**config.mk**
```make
export PLATFORM = sky130hd
export DESIGN_NAME = fetch_sequencer
export DESIGN_NICKNAME = d
export VERILOG_FILES = /design/src/rtl/fetch_sequencer.sv
export SDC_FILE = /design/constraint.sdc
export NUM_CORES = 1
export LEC_CHECK = 0
export BUFFER_PORTS_ARGS = -buffer_cell sky130_fd_sc_hd__buf_4
export CAP_MARGIN = 20
export CORE_MARGIN = 2
export CORE_UTILIZATION = 60
export CTS_BUF_LIST = sky130_fd_sc_hd__clkbuf_4 sky130_fd_sc_hd__clkbuf_8
export DETAILED_ROUTE_END_ITERATION = 10
export GPL_TIMING_DRIVEN = 0
export PLACE_DENSITY_LB_ADDON = 0.05
export SETUP_SLACK_MARGIN = 0.1
export SYNTH_ARGS = -nofsm -noshare
export SYNTH_HDL_FRONTEND = slang
export SYNTH_SLANG_ARGS = --single-unit
export TNS_END_PERCENT = 50
```
**constraint.sdc**
```tcl
create_clock -name clk -period 18.8 [get_ports clk]
set_clock_uncertainty 0.1 [all_clocks]
set_input_delay 0.94 -clock clk [delete_from_list [all_inputs] [get_ports clk]]
set_output_delay 0.94 -clock clk [all_outputs]
set_load 0.05 [all_outputs]
```
**src/rtl/fetch_sequencer.sv**
```systemverilog
// Byte-serial Y86-64 instruction fetch: reads one byte per request,
// assembles the instruction and hands decoded fields to decode.
module fetch_sequencer #(
  parameter logic [63:0] RESET_PC = 64'd0
) (
  input  logic        clk,
  input  logic        rst,
  output logic        mem_rd,
  output logic [63:0] mem_addr,
  input  logic [7:0]  mem_rdata,
  input  logic        mem_rvalid,
  input  logic        mem_err,
  input  logic        redirect_valid,
  input  logic [63:0] redirect_pc,
  output logic        instr_valid,
  input  logic        instr_ready,
  output logic [3:0]  icode,
  output logic [3:0]  ifun,
  output logic [3:0]  rA,
  output logic [3:0]  rB,
  output logic [63:0] valC,
  output logic [63:0] valP,
  output logic [63:0] pc_out,
  output logic [1:0]  stat,
  output logic        busy
);

  typedef enum logic [2:0] {
    S_ISSUE, S_WAIT, S_PRESENT, S_HALTED, S_STOP, S_DRAIN
  } state_t;

  localparam logic [1:0] AOK = 2'd0;
  localparam logic [1:0] HLT = 2'd1;
  localparam logic [1:0] ADR = 2'd2;
  localparam logic [1:0] INS = 2'd3;

  state_t      state, state_n;
  logic [63:0] pc;
  logic [3:0]  idx;
  logic [3:0]  cur_len;
  logic [3:0]  vpos;
  logic        last;
  logic [63:0] len64;

  // Length 0 marks an invalid icode.
  function automatic logic [3:0] ilen(input logic [3:0] c);
    case (c)
      4'h0, 4'h1, 4'h9:        ilen = 4'd1;
      4'h2, 4'h6, 4'hA, 4'hB:  ilen = 4'd2;
      4'h7, 4'h8:              ilen = 4'd9;
      4'h3, 4'h4, 4'h5:        ilen = 4'd10;
      default:                 ilen = 4'd0;
    endcase
  endfunction

  assign cur_len = (idx == 4'd0) ? ilen(mem_rdata[7:4]) : ilen(icode);
  assign last    = (idx + 4'd1) == cur_len;
  assign len64   = {60'd0, cur_len};
  assign vpos    = (cur_len == 4'd10) ? idx - 4'd2 : idx - 4'd1;

  assign mem_addr    = pc + {60'd0, idx};
  assign mem_rd      = (state == S_ISSUE) && !redirect_valid && !rst;
  assign instr_valid = (state == S_PRESENT);
  assign busy        = (state == S_ISSUE) || (state == S_WAIT) ||
                       (state == S_DRAIN);

  always_ff @(posedge clk or posedge rst) begin
    if (rst) state <= S_ISSUE;
    else     state <= state_n;
  end

  always_comb begin
    state_n = state;
    if (redirect_valid) begin
      if ((state == S_WAIT || state == S_DRAIN) && !mem_rvalid)
        state_n = S_DRAIN;
      else
        state_n = S_ISSUE;
    end else begin
      unique case (state)
        S_ISSUE: state_n = S_WAIT;
        S_WAIT: begin
          if (mem_rvalid) begin
            if (mem_err || cur_len == 4'd0 || last) state_n = S_PRESENT;
            else                                    state_n = S_ISSUE;
          end
        end
        S_PRESENT: begin
          if (instr_ready) begin
            if (stat != AOK)         state_n = S_STOP;
            else if (icode == 4'h0)  state_n = S_HALTED;
            else                     state_n = S_ISSUE;
          end
        end
        S_DRAIN: if (mem_rvalid) state_n = S_ISSUE;
        S_HALTED, S_STOP: state_n = state;
        default: state_n = S_ISSUE;
      endcase
    end
  end

  always_ff @(posedge clk or posedge rst) begin
    if (rst) begin
      pc     <= RESET_PC;
      idx    <= 4'd0;
      icode  <= 4'h0;
      ifun   <= 4'h0;
      rA     <= 4'hF;
      rB     <= 4'hF;
      valC   <= 64'd0;
      valP   <= 64'd0;
      pc_out <= 64'd0;
      stat   <= AOK;
    end else if (redirect_valid) begin
      pc   <= redirect_pc;
      idx  <= 4'd0;
      stat <= AOK;
    end else if (state == S_WAIT && mem_rvalid) begin
      pc_out <= pc;
      if (mem_err) begin
        stat <= ADR;
        valP <= pc;
        if (idx == 4'd0) begin
          icode <= 4'h0;
          ifun  <= 4'h0;
          rA    <= 4'hF;
          rB    <= 4'hF;
          valC  <= 64'd0;
        end
      end else if (idx == 4'd0) begin
        // Byte 0 clears every field so nothing from the last instruction leaks.
        icode <= mem_rdata[7:4];
        ifun  <= mem_rdata[3:0];
        rA    <= 4'hF;
        rB    <= 4'hF;
        valC  <= 64'd0;
        if (cur_len == 4'd0) begin
          stat <= INS;
          valP <= pc;
        end else if (last) begin
          valP <= pc + len64;
        end else begin
          idx <= idx + 4'd1;
        end
      end else begin
        if (idx == 4'd1 && (cur_len == 4'd2 || cur_len == 4'd10))
          {rA, rB} <= mem_rdata;
        else
          valC[{vpos[2:0], 3'b000} +: 8] <= mem_rdata;
        if (last) valP <= pc + len64;
        else      idx  <= idx + 4'd1;
      end
    end else if (state == S_PRESENT && instr_ready) begin
      if (stat == AOK && icode != 4'h0) begin
        pc  <= valP;
        idx <= 4'd0;
      end else if (stat == AOK) begin
        stat <= HLT;
      end
    end
  end

endmodule

```
# Yosys cells after proc, flatten, opt, wreduce, memory -nomap -nowiden
# Memories as Yosys holds them, arrays and structs flattened.
# Cells that the tools add are included.
op_classes:
  add_sub_neg: 6
  n_eq_ne: 21
  n_shift: 2
  muxes: 52
  bitwise_logic: 1
  reduce_logical: 38
op_table:
  columns: ["op", "n"]
  rows:
  - ["$mux W64", 12]
  - ["$add A64 B4 Y64", 2]
  - ["$mux W4", 21]
  - ["$bwmux W64", 1]
  - ["$shift A8 B8 Y64 const A", 1]
  - ["$shiftx A8 B8 Y64", 1]
  - ["$mux W3", 7]
  - ["$mux W2", 10]
  - ["$reduce_and A4 Y1", 4]
  - ["$pmux W3 S5", 1]
  - ["$logic_not A4 Y1", 3]
  - ["$ne A3 B3 Y1 const B", 4]
  - ["$ne A4 B4 Y1 const B", 3]
  - ["$reduce_bool A3 Y1", 3]
  - ["$neg A6 Y8", 1]
  - ["$reduce_bool A2 Y1", 4]
  - ["$logic_and A1 B1 Y1", 7]
  - ["$eq A3 B2 Y1 const B", 2]
  - ["$eq A3 B3 Y1 const B", 2]
  - ["$logic_or A1 B1 Y1", 6]
  - ["$ne A2 B2 Y1 const B", 3]
  - ["$reduce_and A3 Y1", 2]
  - ["$reduce_and A5 Y1", 1]
  - ["$add A4 B1 Y4 const B", 1]
  - ["other kinds (16)", 18]
word_totals:
  reg_bits: 281
  rom_bits: 96
  elab_cells: 133
  n_memories: 2
memory_table:
  columns: ["name", "words", "width", "rd", "rd_ports_with_merged_regs", "write_ports", "line_no", "rtl"]
  rows:
  - ["(no name shown)", 16, 3, 1, 0, 0, "47", "case (c)"]
  - ["(no name shown)", 16, 3, 1, 0, 0, "47", null]

# Logic depth before layout (Yosys ltp)
logic_depth:
  ltp_word: 10
  mapped_depth: 18
  depth_no_buf: 15

# Worst setup path after synthesis
# OpenSTA, ideal clock, no wires.
synth_path:
  path_type: "in2out"
  from: "input rst"
  to: "output mem_rd"
  arrival_ns: 7.835
  required_time_ns: 17.760
  slack_ns: 9.925
  stages: 2
  path_buffers: 0
  path_cell_list: "inv_1 > and3_1"
synth_via:
  elab_chain_len: 2
synth_lines:
  columns: ["item", "line_no", "rtl"]
  rows:
  - ["from (decl)", "7", "input logic rst,"]
  - ["$logic_not A1 Y1 (no source line)", null, null]
  - ["$logic_and A1 B1 Y1", "62", "assign mem_rd = (state == S_ISSUE) && !redirect_valid && !rst;"]
  - ["to (decl)", "8", "output logic mem_rd,"]
# Every way passes these cells.

# Final worst setup path
layout_path:
  from: "register idx[1]"
  to: "output mem_addr[53]"
layout_via:
  elab_chain_len: 1
layout_lines:
  columns: ["item", "line_no", "rtl"]
  rows:
  - ["from (decl)", "39", "logic [3:0] idx;"]
  - ["from (signal assigned)", "143", "idx <= idx + 4'd1;"]
  - ["from (signal assigned)", "151", "else idx <= idx + 4'd1;"]
  - ["$add A64 B4 Y64", "61", "assign mem_addr = pc + {60'd0, idx};"]
  - ["to (decl)", "9", "output logic [63:0] mem_addr,"]
# Every way passes these cells.

==> flow_metrics.env <==
export IMPL_tns_ns=0
export IMPL_drt_iter0_drc=2250
export IMPL_hp_class="primary input to async pin"
export IMPL_status="complete, no violations"
export IMPL_max_cap_violations=0
export IMPL_synth_seq_area_share=0.463
export IMPL_final_cells=2483
export IMPL_drc_errors=0
export IMPL_postSynthAreaPerCell_um2=8.91
export IMPL_use_met1=0.587
export IMPL_ys_warnings_count=0
export IMPL_pwr_density_cell_nw_per_um2=150
export IMPL_grt_total_usage=0.453
export IMPL_multiInputGateArea_um2=7460
export IMPL_start_util=0.608
export IMPL_synthesis_area_um2=15200
export IMPL_cts_inserted_buffers=48
export IMPL_dp_hpwl_um=43900
export IMPL_grt_pass1_vias=15600
export IMPL_cts_sinks=281
export IMPL_ant_nets=0
export IMPL_grt_pass1_wl_um=91600
export IMPL_syn_nets=1802
export IMPL_cp_end_kind="output pin"
export IMPL_netlist_instances=1709
export IMPL_async_flop_share=1.00
export IMPL_die_x_um=163
export IMPL_core_rowCount=58
export IMPL_finalCritPeriodShare=0.285
export IMPL_port_buffer_count=346
export IMPL_post_cts_resized=0
export IMPL_fillCellCount=1688
export IMPL_drv_slew=0
export IMPL_dpl_cell_count=2392
export IMPL_gr_usage_met3=0.126
export IMPL_grt_max_degree=106
export IMPL_wl_per_cell_um=24.9
export IMPL_cp_arrival_ns=4.32
export IMPL_synth_distinct_cells=82
export IMPL_ioPinCount=355
export IMPL_ys_seq_elements=281
export IMPL_final_nets=2206
export IMPL_holdWs_ns=0.360
export IMPL_worstPathMaxFanout=7
export IMPL_h_tree_depth=2
export IMPL_path_class="flop to output pin"
export IMPL_clock_root_buffer="clkbuf_8"
export IMPL_grt_busiest_layer="met2"
export IMPL_drive_gt1_frac=0.244
export IMPL_vias_per_cell=6.56
export IMPL_worst_pin_slew_ns=1.19
export IMPL_vias=16300
export IMPL_r2r_slack_ns=13.56
export IMPL_coreArea_um2=25000
export IMPL_max_slew_margin_rel=0.202
export IMPL_hold_violations=0
export IMPL_setup_viol=0
export IMPL_ctsHoldBuffers=0
export IMPL_start_kind="flop"
export IMPL_dieArea_um2=26700
export IMPL_die_h_um=163
export IMPL_first_pass_iters=6
export IMPL_cts_tree="done"
export IMPL_grtUsageMet2=0.695
export IMPL_fmax_ghz=0.187
export IMPL_required_ns=17.76
export IMPL_leakage_nw=9.40
export IMPL_postCtsSetupBuffers=0
export IMPL_antenna_found_initial=2
export IMPL_fin_crit_ns=5.36
export IMPL_synth_ff_type="dfrtp_1"
export IMPL_clkLatencyLatePin_ns=0.59
export IMPL_wl_um=61800
export IMPL_synth_edf_count=0
export IMPL_worst_ir_drop_vdd_mv=0.116
export IMPL_ff_latch_area_um2=7040
export IMPL_area_growth_pct=28.1
export IMPL_grt_overflow=0
export IMPL_rsz0062_at_grt="false"
export IMPL_gp_congestion=0.996
export IMPL_cts_buffer_depth=3
export IMPL_clk_pin_slew_ns=0.06
## cells by family (layout without fill, tap and decap cells)
group / after synthesis / in the layout / share of synthesized area
DFF: 281 / 281 / 0.463
AOI/OAI and AO/OA: 349 / 349 / 0.160
xor gates and xnor gates: 69 / 69 / 0.0407
muxes: 67 / 67 / 0.0441
buffers and inverters: 169 / 612 / 0.0475
and+or+nand+nor: 759 / 759 / 0.232
adders and majority gates: 15 / 15 / 0.0133
other: 0 / 1 / 0
## cell type report
type / count / share of cell area
Multi-Input combinational cell: 1259 / 0.382
Clock inverter: 13 / 0.0103
Buffer: 144 / 0.0323
Inverter: 25 / 0.00520
Timing Repair Buffer: 354 / 0.138
Sequential cell: 281 / 0.361
Antenna cell: 1 / 0.000128
Tap cell: 330 / 0.0212
Clock buffer: 76 / 0.0498
## synth_stat cells (4+ instances only)
cell         n  share of area
nand2_1    366          0.090
dfrtp_1    273           0.45
nor2_1     135          0.033
o21ai_0     93          0.031
clkbuf_1    86          0.021
mux2i_1     66          0.043
a22o_1      61          0.035
nand4_1     52          0.021
nor3_1      49          0.016
a21oi_1     47          0.015
xnor2_1     44          0.025
nand3_1     38          0.012
buf_2       30         0.0099
inv_1       25         0.0062
xor2_1      23          0.013
o211ai_1    21          0.010
and3_1      20         0.0082
a31oi_1     17         0.0070
o22ai_1     16         0.0066
buf_1       15         0.0037
a211oi_1    14         0.0069
or3_1       14         0.0058
ha_1        13          0.011
or4_1       12         0.0059
nand3b_1    11         0.0054
nor4_1      10         0.0041
buf_4        9         0.0044
dfstp_2      8          0.014
o31ai_1      8         0.0039
o32ai_1      8         0.0046
a21o_1       7         0.0035
o21a_1       7         0.0035
a32oi_1      6         0.0035
and4_1       6         0.0035
nand2b_1     6         0.0025
or2_2        5         0.0021
a211o_1      4         0.0023
a311oi_1     4         0.0023
a32o_1       4         0.0026
and2_1       4         0.0016
nor2b_1      4         0.0016
nor3b_1      4         0.0020
o2111ai_1    4         0.0023
o211a_1      4         0.0026
## per-stage QoR
step / total power, mW / util / setup WS (ns) / cell area [um^2]
2_1_floorplan: 1.77 / - / 9.93 / 15200
3_3_place_gp: 2.20 / 0.728 / 7.10 / 18200
3_5_place_dp: 2.23 / 0.732 / 13.90 / 18300
4_1_cts: 2.89 / 0.779 / 13.44 / 19500
5_1_grt: 3.00 / 0.779 / 13.38 / 19500
6_report: 2.92 / 0.779 / 13.44 / 19500
## critical path, stage by stage (launching register included)
cell     delay (ns)
dfrtp_1        0.48
ha_1           0.33
a21o_1         0.12
a21oi_1        0.10
o21ai_0        0.53
nand4_1        0.62
nor3_1         0.85
nand3_1        0.21
xnor2_1        0.27
buf_4          0.24
## registers in the layout, indices dropped and copies added, names as in the netlist
register	count
rB	4
valP	64
state	3
pc	64
ifun	4
pc_out	64
idx	4
icode	4
valC	64
stat	2
rA	4
## layout by cell type, fill, tap and decap left out, drive strengths merged, types with 5 or more instances in the layout
cell type / instances
and3: 20
bufinv: 5
a22o: 61
and4: 6
o211ai: 23
o21ai: 95
or3: 14
nor3b: 5
nand3: 39
dfrtp: 273
a211oi: 14
nand4: 52
o22ai: 16
xnor2: 46
xor2: 23
and2: 5
a21o: 7
dfstp: 8
a31oi: 18
o21a: 7
clkbuf: 164
nand2b: 6
o31ai: 8
clkinv: 6
buf: 410
or2: 5
nand2: 367
o32ai: 8
or4: 12
a32oi: 6
a21oi: 51
mux2i: 66
inv: 26
ha: 13
nor4: 14
nand3b: 11
nor2: 137
nor3: 51
## layer usage
layer | part of all wire | routed length, um | vias up
li1 | - | - | 6850
met1 | 0.36 | 22200 | 7768
met2 | 0.45 | 27500 | 1377
met3 | 0.14 | 8430 | 303
met4 | 0.058 | 3580 | 2
met5 | 0.00021 | 13 | -
## report_power, final
group,leakage [nW],internal (mW),switching [mW]
combinational,5.23,0.366,0.951
sequential,3.55,0.773,0.161
clock,0.614,0.398,0.274
## worst paths after layout
kind | from | to | cells after the start
worst max-delay path | idx[1] | mem_addr[53] | 9
worst min-delay path | rst | pc_out[10] | 2
worst max register to register | idx[0] | valP[32] | 15
worst min register to register | pc_out[47] | pc_out[47] | 2
max in group asynchronous | rst | pc[49] | 4
min in group clk | pc_out[47] | pc_out[47] | 2
(Power assumes the default switching activity.)
